--- src/rtl/eth_pkg_rx.sv ---
// Receive-side checker for a byte-wide GMII-style stream: preamble/SFD, header, payload pattern, counters.
// Define ETH_PKG_RX_CRC_EN to treat the last 4 bytes as an FCS and check the Ethernet CRC-32 residue.
module eth_pkg_rx #(
  parameter int unsigned MIN_LEN = 64,
  parameter int unsigned MAX_PRE = 7
) (
  input  logic        clock,
  input  logic        reset,
  input  logic        io_enable,
  input  logic        io_da_filter_en,
  input  logic [47:0] io_da,
  input  logic [15:0] io_etype,
  input  logic [1:0]  io_payload_mode,
  input  logic        io_rx_dv,
  input  logic [7:0]  io_rx_data,
  output logic        io_frame_valid,
  output logic        io_frame_err,
  output logic [5:0]  io_err_flags,
  output logic [15:0] io_frame_len,
  input  logic        io_count_clr,
  output logic [47:0] io_good_count,
  output logic [31:0] io_bad_count
);

  typedef enum logic [2:0] {IDLE, PRE, HDR, PLD, DROP} state_t;

  localparam int unsigned F_PRE  = 0;
  localparam int unsigned F_RUNT = 1;
  localparam int unsigned F_DA   = 2;
  localparam int unsigned F_ET   = 3;
  localparam int unsigned F_PLD  = 4;

  state_t      state_q, state_d;
  logic [7:0]  pre_cnt_q, pre_cnt_d;
  logic [3:0]  hdr_idx_q, hdr_idx_d;
  logic [15:0] len_q, len_d, len_inc;
  logic [5:0]  flags_q, flags_d;
  logic [7:0]  pat_q, pat_d;
  logic        valid_q, valid_d;
  logic        err_q, err_d;
  logic [5:0]  err_flags_q, err_flags_d;
  logic [15:0] frame_len_q, frame_len_d;
  logic [47:0] good_q, good_d;
  logic [31:0] bad_q, bad_d;
  logic [47:0] da_sh;
  logic [5:0]  end_flags;
  logic        pld_chk;
  logic [7:0]  pld_byte;

`ifdef ETH_PKG_RX_CRC_EN
  localparam int unsigned F_CRC = 5;
  localparam logic [31:0] CRC_RESIDUE = 32'hC704DD7B;

  logic [31:0] crc_q, crc_d;
  logic [31:0] dly_q, dly_d;
  logic [2:0]  dly_cnt_q, dly_cnt_d;

  function automatic logic [31:0] crc_byte(input logic [31:0] c, input logic [7:0] b);
    logic [31:0] r;
    r = c ^ {24'h0, b};
    for (int unsigned i = 0; i < 8; i++) begin
      r = r[0] ? ((r >> 1) ^ 32'hEDB88320) : (r >> 1);
    end
    return r;
  endfunction

  // Register is LSB-first, so the residue is compared bit-reversed.
  function automatic logic [31:0] bitrev32(input logic [31:0] v);
    logic [31:0] r;
    for (int unsigned i = 0; i < 32; i++) begin
      r[i] = v[31-i];
    end
    return r;
  endfunction
`endif

  assign len_inc = (len_q == 16'hFFFF) ? len_q : len_q + 16'd1;
  assign da_sh   = io_da << (8 * hdr_idx_q);

  always_comb begin
    state_d     = state_q;
    pre_cnt_d   = pre_cnt_q;
    hdr_idx_d   = hdr_idx_q;
    len_d       = len_q;
    flags_d     = flags_q;
    pat_d       = pat_q;
    valid_d     = 1'b0;
    err_d       = 1'b0;
    err_flags_d = err_flags_q;
    frame_len_d = frame_len_q;
    good_d      = good_q;
    bad_d       = bad_q;
    end_flags   = flags_q;
    pld_chk     = 1'b0;
    pld_byte    = io_rx_data;
`ifdef ETH_PKG_RX_CRC_EN
    crc_d       = crc_q;
    dly_d       = dly_q;
    dly_cnt_d   = dly_cnt_q;
`endif

    unique case (state_q)
      IDLE: begin
        pre_cnt_d = '0;
        hdr_idx_d = '0;
        len_d     = '0;
        flags_d   = '0;
        pat_d     = '0;
`ifdef ETH_PKG_RX_CRC_EN
        crc_d     = '1;
        dly_cnt_d = '0;
`endif
        if (io_rx_dv && io_enable) begin
          if (io_rx_data == 8'h55) begin
            state_d   = PRE;
            pre_cnt_d = 8'd1;
          end else begin
            state_d        = DROP;
            flags_d[F_PRE] = 1'b1;
          end
        end
      end
      PRE: begin
        if (!io_rx_dv) begin
          state_d = IDLE;
        end else if (io_rx_data == 8'h55) begin
          if (pre_cnt_q >= 8'(MAX_PRE)) begin
            state_d        = DROP;
            flags_d[F_PRE] = 1'b1;
          end else begin
            pre_cnt_d = pre_cnt_q + 8'd1;
          end
        end else if (io_rx_data == 8'hD5) begin
          state_d = HDR;
        end else begin
          state_d        = DROP;
          flags_d[F_PRE] = 1'b1;
        end
      end
      HDR: begin
        if (io_rx_dv) begin
          len_d = len_inc;
`ifdef ETH_PKG_RX_CRC_EN
          crc_d = crc_byte(crc_q, io_rx_data);
`endif
          if (io_da_filter_en && hdr_idx_q < 4'd6 && io_rx_data != da_sh[47:40]) flags_d[F_DA] = 1'b1;
          if (hdr_idx_q == 4'd12 && io_rx_data != io_etype[15:8]) flags_d[F_ET] = 1'b1;
          if (hdr_idx_q == 4'd13 && io_rx_data != io_etype[7:0])  flags_d[F_ET] = 1'b1;
          if (hdr_idx_q == 4'd13) state_d = PLD;
          else                    hdr_idx_d = hdr_idx_q + 4'd1;
        end
      end
      PLD: begin
        if (io_rx_dv) begin
          len_d = len_inc;
`ifdef ETH_PKG_RX_CRC_EN
          // Bytes are compared only once they leave the 4-deep delay line, so the FCS never is.
          crc_d = crc_byte(crc_q, io_rx_data);
          dly_d = {dly_q[23:0], io_rx_data};
          if (dly_cnt_q == 3'd4) begin
            pld_chk  = 1'b1;
            pld_byte = dly_q[31:24];
          end else begin
            dly_cnt_d = dly_cnt_q + 3'd1;
          end
`else
          pld_chk = 1'b1;
`endif
        end
      end
      DROP: ;
      default: state_d = IDLE;
    endcase

    if (pld_chk) begin
      unique case (io_payload_mode)
        2'd0: if (pld_byte != 8'h00) flags_d[F_PLD] = 1'b1;
        2'd1: if (pld_byte != 8'hFF) flags_d[F_PLD] = 1'b1;
        2'd2: begin
          if (pld_byte != pat_q) flags_d[F_PLD] = 1'b1;
          pat_d = pat_q + 8'd1;
        end
        default: ;
      endcase
    end

    if (!io_rx_dv && (state_q == HDR || state_q == PLD || state_q == DROP)) begin
      if (state_q != DROP) begin
        if (len_q < 16'(MIN_LEN)) end_flags[F_RUNT] = 1'b1;
`ifdef ETH_PKG_RX_CRC_EN
        if (bitrev32(crc_q) != CRC_RESIDUE) end_flags[F_CRC] = 1'b1;
`endif
      end
      valid_d     = (end_flags == '0);
      err_d       = (end_flags != '0);
      err_flags_d = end_flags;
      frame_len_d = len_q;
      state_d     = IDLE;
      if (end_flags == '0) good_d = good_q + 48'd1;
      else                 bad_d  = bad_q + 32'd1;
    end

    if (io_count_clr) begin
      good_d = '0;
      bad_d  = '0;
    end
  end

  always_ff @(posedge clock or posedge reset) begin
    if (reset) begin
      state_q     <= IDLE;
      pre_cnt_q   <= '0;
      hdr_idx_q   <= '0;
      len_q       <= '0;
      flags_q     <= '0;
      pat_q       <= '0;
      valid_q     <= 1'b0;
      err_q       <= 1'b0;
      err_flags_q <= '0;
      frame_len_q <= '0;
      good_q      <= '0;
      bad_q       <= '0;
`ifdef ETH_PKG_RX_CRC_EN
      crc_q       <= '1;
      dly_q       <= '0;
      dly_cnt_q   <= '0;
`endif
    end else begin
      state_q     <= state_d;
      pre_cnt_q   <= pre_cnt_d;
      hdr_idx_q   <= hdr_idx_d;
      len_q       <= len_d;
      flags_q     <= flags_d;
      pat_q       <= pat_d;
      valid_q     <= valid_d;
      err_q       <= err_d;
      err_flags_q <= err_flags_d;
      frame_len_q <= frame_len_d;
      good_q      <= good_d;
      bad_q       <= bad_d;
`ifdef ETH_PKG_RX_CRC_EN
      crc_q       <= crc_d;
      dly_q       <= dly_d;
      dly_cnt_q   <= dly_cnt_d;
`endif
    end
  end

  assign io_frame_valid = valid_q;
  assign io_frame_err   = err_q;
  assign io_err_flags   = err_flags_q;
  assign io_frame_len   = frame_len_q;
  assign io_good_count  = good_q;
  assign io_bad_count   = bad_q;

endmodule
--- config.mk ---
export PLATFORM = sky130hd
export DESIGN_NAME = eth_pkg_rx
export DESIGN_NICKNAME = d
export VERILOG_FILES = /design/src/rtl/eth_pkg_rx.sv
export SDC_FILE = /design/constraint.sdc
export NUM_CORES = 1
export LEC_CHECK = 0
export CAP_MARGIN = 0
export CORE_ASPECT_RATIO = 0.75
export CORE_MARGIN = 4
export CORE_UTILIZATION = 55
export DETAILED_ROUTE_END_ITERATION = 8
export PLACE_DENSITY = 0.89
export SKIP_CTS_REPAIR_TIMING = 1
export SLEW_MARGIN = 30
export SYNTH_ARGS = -nofsm -noshare
export SYNTH_HDL_FRONTEND = slang
export SYNTH_SLANG_ARGS = --single-unit
--- constraint.sdc ---
create_clock -name clock -period 7.5 [get_ports clock]
set_input_delay 1.5 -clock clock [delete_from_list [all_inputs] [get_ports clock]]
set_output_delay 1.5 -clock clock [all_outputs]
set_load 0.02 [all_outputs]
# Word level (Yosys, flattened, before mapping)
# Index checks and enable logic that the tools add are counted.
# totals
reg_bits	146
output_inout_bits	104
wordCells	145
# classes
addsub	6
eq_ne	34
muxes	56
shift	1
reduce_logical	30
order_cmp	3
# ops
operator	count
$mux W48	3
$mux W32	3
$add A48 B1 Y48 const B	1
$mux W8	6
$shl A48 B7 Y48	1
$add A32 B1 Y32 const B	1
$mux W16	2
$ne A8 B8 Y1	4
$pmux W16 S2	1
$mux W3	9
$mux W1	23
$add A16 B1 Y16 const B	1
$add A8 B1 Y8 const B	2
$eq A16 B16 Y1 const B	1
$lt A16 B7 Y1 const B	1
$ne A2 B2 Y1 const B	8
$pmux W8 S2	1
$ne A3 B3 Y1 const B	5
$pmux W3 S4	1
$reduce_and A3 Y1	4
$reduce_bool A2 Y1	5
$eq A4 B4 Y1 const B	2
$eq A8 B7 Y1 const B	1
$eq A8 B8 Y1 const B	1
30 further kinds	43

# Depth between registers and ports, before layout
# depth
ltp_word	9
depth_mapped	9

# Worst setup path after synthesis
# No wires, ideal clock.
# synth_timing
kind	input port to flip-flop
from	input io_rx_data[7]
to	register pre_cnt_q[0]
cell_stages	8
setup_ps	65
path_buffers	1
arrival_time_ps	3310
required_time_ps	7435
slack_ps	4126
cell_sequence	clkbuf_1 -> nor2_1 -> or4b_1 -> nand3b_1 -> nor2_1 -> nor2_1 -> nor4b_1 -> a211o_1
# synth_via
elab_chain_cells	4
# synth_lines
element	line_no	rtl
from (decl)	15	input logic [7:0] io_rx_data,
$eq A8 B7 Y1 *	114, 126	
$mux W1	114	if (io_rx_data == 8'h55) begin
$mux W1	113	if (io_rx_dv && io_enable) begin
$pmux W8 S2	102	unique case (state_q)
to (signal assigned)	230	pre_cnt_q <= pre_cnt_d;
to (decl)	34	logic [7:0] pre_cnt_q, pre_cnt_d;
# Every way passes the cells marked *; elsewhere a longest branch is shown, timed or not.
# A chain may end at the register's enable or synchronous reset.

# Worst setup path in the final report
# layout_timing
from	input io_rx_dv
to	register good_q[23] (netlist: io_good_count[23])
# layout_via
elab_chain_cells	4
# layout_lines
element	line_no	rtl
from (decl)	14	input logic io_rx_dv,
$logic_not A1 Y1	187	if (!io_rx_dv && (state_q == HDR || state_q == PLD || state_q == DROP)) begin
$logic_and A1 B1 Y1	187	
$reduce_bool A2 Y1 (no line)	n/a	
$reduce_and A2 Y1 (no line)	n/a	
to (signal assigned)	239	good_q <= good_d;
to (decl)	43	logic [47:0] good_q, good_d;
# No other way between the ends.

==> out/metrics.cfg <==
[outcome]
status=complete, no violations

[detailed_routing]
drt_pass1_iterations=5
drt_iter0_drc=839
ant_nets=0
wl_um=21900
route.detailed.drc=0
vias_per_cell=5.83
wire_per_inst_um=17.4
vias=7320

[die]
initial_core_util_pct=57.2
rows=37
dieWidth_um=147
die_y_um=112
io-pin-count=184
die-area_um2=16600
core_area_um2=14000

[timing]
clock_skew_ns=0.0125
setup_viol=0
relSlewSlack_pct=39.4
period_needed_ns=4.21
worst-slew-pin-transition_ns=0.909
fin_ws_ns=3.29
finalSetupTns_ns=0
rsz0062_at_grt=no
period_share_pct=56.1
hold_violations=0
final_max_slew_viol_count=0
fmax_ghz=0.237

[place]
io_buffers=182
gp_congestion=0.904
place_ws_ns=2.97
dpl.hpwl_um=15500

[clocking]
cts_buffers=17
ctsLongestPathBuffers=2
cts_tree=built
cts.clk_slew.worst_paths_ns=0.07
clock_latency_ns=0.42
h-tree-depth=4
cts-root-buf=clkbuf_16
clock-sinks=146

[global_routing]
met3_usage_pct=4.88
antenna_found_initial=0
grt_pass1_vias=7149
grt_pass1_wl_um=36200
grt_usage_pct=26.5
gr-total-overflow=0
use_met1_pct=37.1
busiest_layer=met2
grt_max_degree=95
grtUsageMet2_pct=42.0

[final_layout]
drive_above_1_share_pct=6.22
layout.nets=1138
areaGrowthSynthToFinish_pct=31.1
final_common_cell=clkdlybuf4s50_1
final_cell_mix=clkdlybuf4s50_1 (181), dfrtp_1 (146), nand2_1 (135), nor2_1 (119), xor2_1 (64)
n_antenna_cell=0

[flow_run]
maxCapViolCount=0

[setup_path]
worstPathArrival_ns=4.54
cpPeakStageDelay_ns=0.78
cp_slowest_cell=or4_1
required_ns=7.83
start_kind=input port
crit_path_end_kind=register
path_cells=clkdlybuf4s50_1 > inv_1 > o211a_2 > nand4_1 > or4_1 > or3_1 > a21oi_1
r2r_start=state_q[1]$_DFFE_PP0P_
regToRegSetupSlack_ns=4.12
reg2reg_to=io_good_count[23]$_DFFE_PP0P_
reg2reg_depth=6
path_class=in -> reg
path_max_fanout=13

[power]
leakage_nw=4.44
p_per_area_nw_per_um2=166
power_w=0.00174
irDropWorstVdd_uv=207

[worst_hold_path]
hp-start=io_frame_len[13]$_DFFE_PP0P_
worstHoldPathCells=2
min_to=io_frame_len[13]$_DFFE_PP0P_
hold_path_class=reg -> reg

[synthesis]
synth_nets=972
ys_ff_latch=146
synth_top_cell_by_area=dfrtp_1
synth-edff-count=0
async_flop_share_pct=100
yosys_warnings=0
synth_area_leaders=dfrtp_1 (46%), xor2_1 (7.0%), nand2_1 (6.3%)
ys_seq_area_share_pct=45.7
yosysTopAreaCellShare_pct=45.7
syn-instance-count=882
syn_area_um2=8000
postSynthAreaPerCell_um2=9.07
synthDistinctLibCells=66
synthFlopType=dfrtp_1

how the worst max path moves through the flow:
stage,startpoint,to,cells after the start
after floorplan,reset,flags_q[0]$_DFFE_PP0P_,1
after global placement,io_rx_dv,io_good_count[23]$_DFFE_PP0P_,7
after detailed placement,io_rx_dv,io_good_count[23]$_DFFE_PP0P_,7
after CTS,io_rx_dv,io_good_count[23]$_DFFE_PP0P_,7
after global routing,io_rx_dv,io_good_count[23]$_DFFE_PP0P_,7
final,io_rx_dv,io_good_count[23]$_DFFE_PP0P_,7
area by class of cell:
class,count,area (um2)
repair buffers,187,1850
fillers,943,3490
inverters,18,72.6
clock inverters,12,96.3
multi-input cells,678,4110
well taps,195,244
flip-flops and latches,146,3650
clock buffers,20,457
routing by layer:
| metal | vias to the layer above | part of all wire [%] |
|---|---|---|
| li1 | 3395 | - |
| met1 | 3523 | 43 |
| met2 | 358 | 48 |
| met3 | 44 | 7.2 |
| met4 | 0 | 2.3 |
| met5 | - | 0 |
cells in the mapped netlist, types with 2 or more instances:
| library cell | n |
|---|---|
| nand2_1 | 135 |
| nor4_1 | 7 |
| nor4_2 | 2 |
| dfrtp_1 | 146 |
| nand4_1 | 30 |
| o32ai_1 | 2 |
| nand3_1 | 53 |
| buf_2 | 10 |
| xnor2_1 | 44 |
| a21o_1 | 2 |
| mux2i_1 | 10 |
| and3_1 | 20 |
| buf_4 | 2 |
| nor3b_1 | 3 |
| and4_1 | 13 |
| o21ai_0 | 36 |
| mux2_2 | 13 |
| clkbuf_1 | 27 |
| inv_1 | 18 |
| and2_1 | 10 |
| a31oi_1 | 4 |
| nor2_1 | 119 |
| o21ai_1 | 2 |
| a22oi_1 | 3 |
| a2111oi_0 | 2 |
| a222oi_1 | 4 |
| a211oi_2 | 2 |
| or3_1 | 9 |
| ha_1 | 10 |
| nor3_1 | 16 |
| or4b_1 | 2 |
| a21oi_1 | 18 |
| nor4bb_1 | 2 |
| nor2b_1 | 6 |
| xor2_1 | 64 |
| or4_1 | 3 |
| nand4_2 | 3 |
| nand2b_1 | 2 |
cells by family (layout without fill, tap and decap cells):
group           count (synthesis)  in the layout  synth area share (%)
simple gates                  443            443                  27.2
other cells                     1              1                0.0469
compound gates                 91             91                  7.21
flops                         146            146                  45.7
mux                            25             25                  3.50
fa+ha+maj                      10             10                  1.56
xor+xnor                      108            108                  11.8
buf+inv                        58            237                  3.05
where the power goes:
| group | total [W] | switching, W | leakage (nW) | internal [W] |
|---|---|---|---|---|
| clock | 0.000794 | 0.000348 | 0.260 | 0.000446 |
| combinational | 0.000154 | 0.0000842 | 2.15 | 0.0000697 |
| sequential | 0.000797 | 0.00000418 | 2.03 | 0.000792 |
| total | 0.00174 | 0.000436 | 4.44 | 0.00131 |
per-stage QoR:
| step | instances | hold slack [ns] | utilization (%) | area, um2 |
|---|---|---|---|---|
| 5_1_grt | 1256 | 0.506 | 75.0 | 10500 |
| 4_1_cts | 1256 | 0.477 | 75.0 | 10500 |
| 6_report | 1256 | 0.472 | 75.0 | 10500 |
| 3_5_place_dp | 1224 | 0.462 | 71.1 | 9940 |
| 2_1_floorplan | 882 | 0.454 | - | 8000 |
| 3_3_place_gp | 1224 | 0.457 | 71.1 | 9940 |
critical path: cells and delay by family:
family | cells | cell delay (ns)
compound gates | 2 | 0.41
buf+inv | 2 | 0.94
simple gates | 3 | 1.69
registers in the layout (all words and copies together), names as in the netlist:
register / count
io_good_count: 48
io_frame_err: 1
state_q: 3
io_err_flags: 5
len_q: 16
hdr_idx_q: 4
io_bad_count: 32
pat_q: 8
pre_cnt_q: 8
flags_q: 4
io_frame_len: 16
io_frame_valid: 1
(Power assumes the default switching activity.)
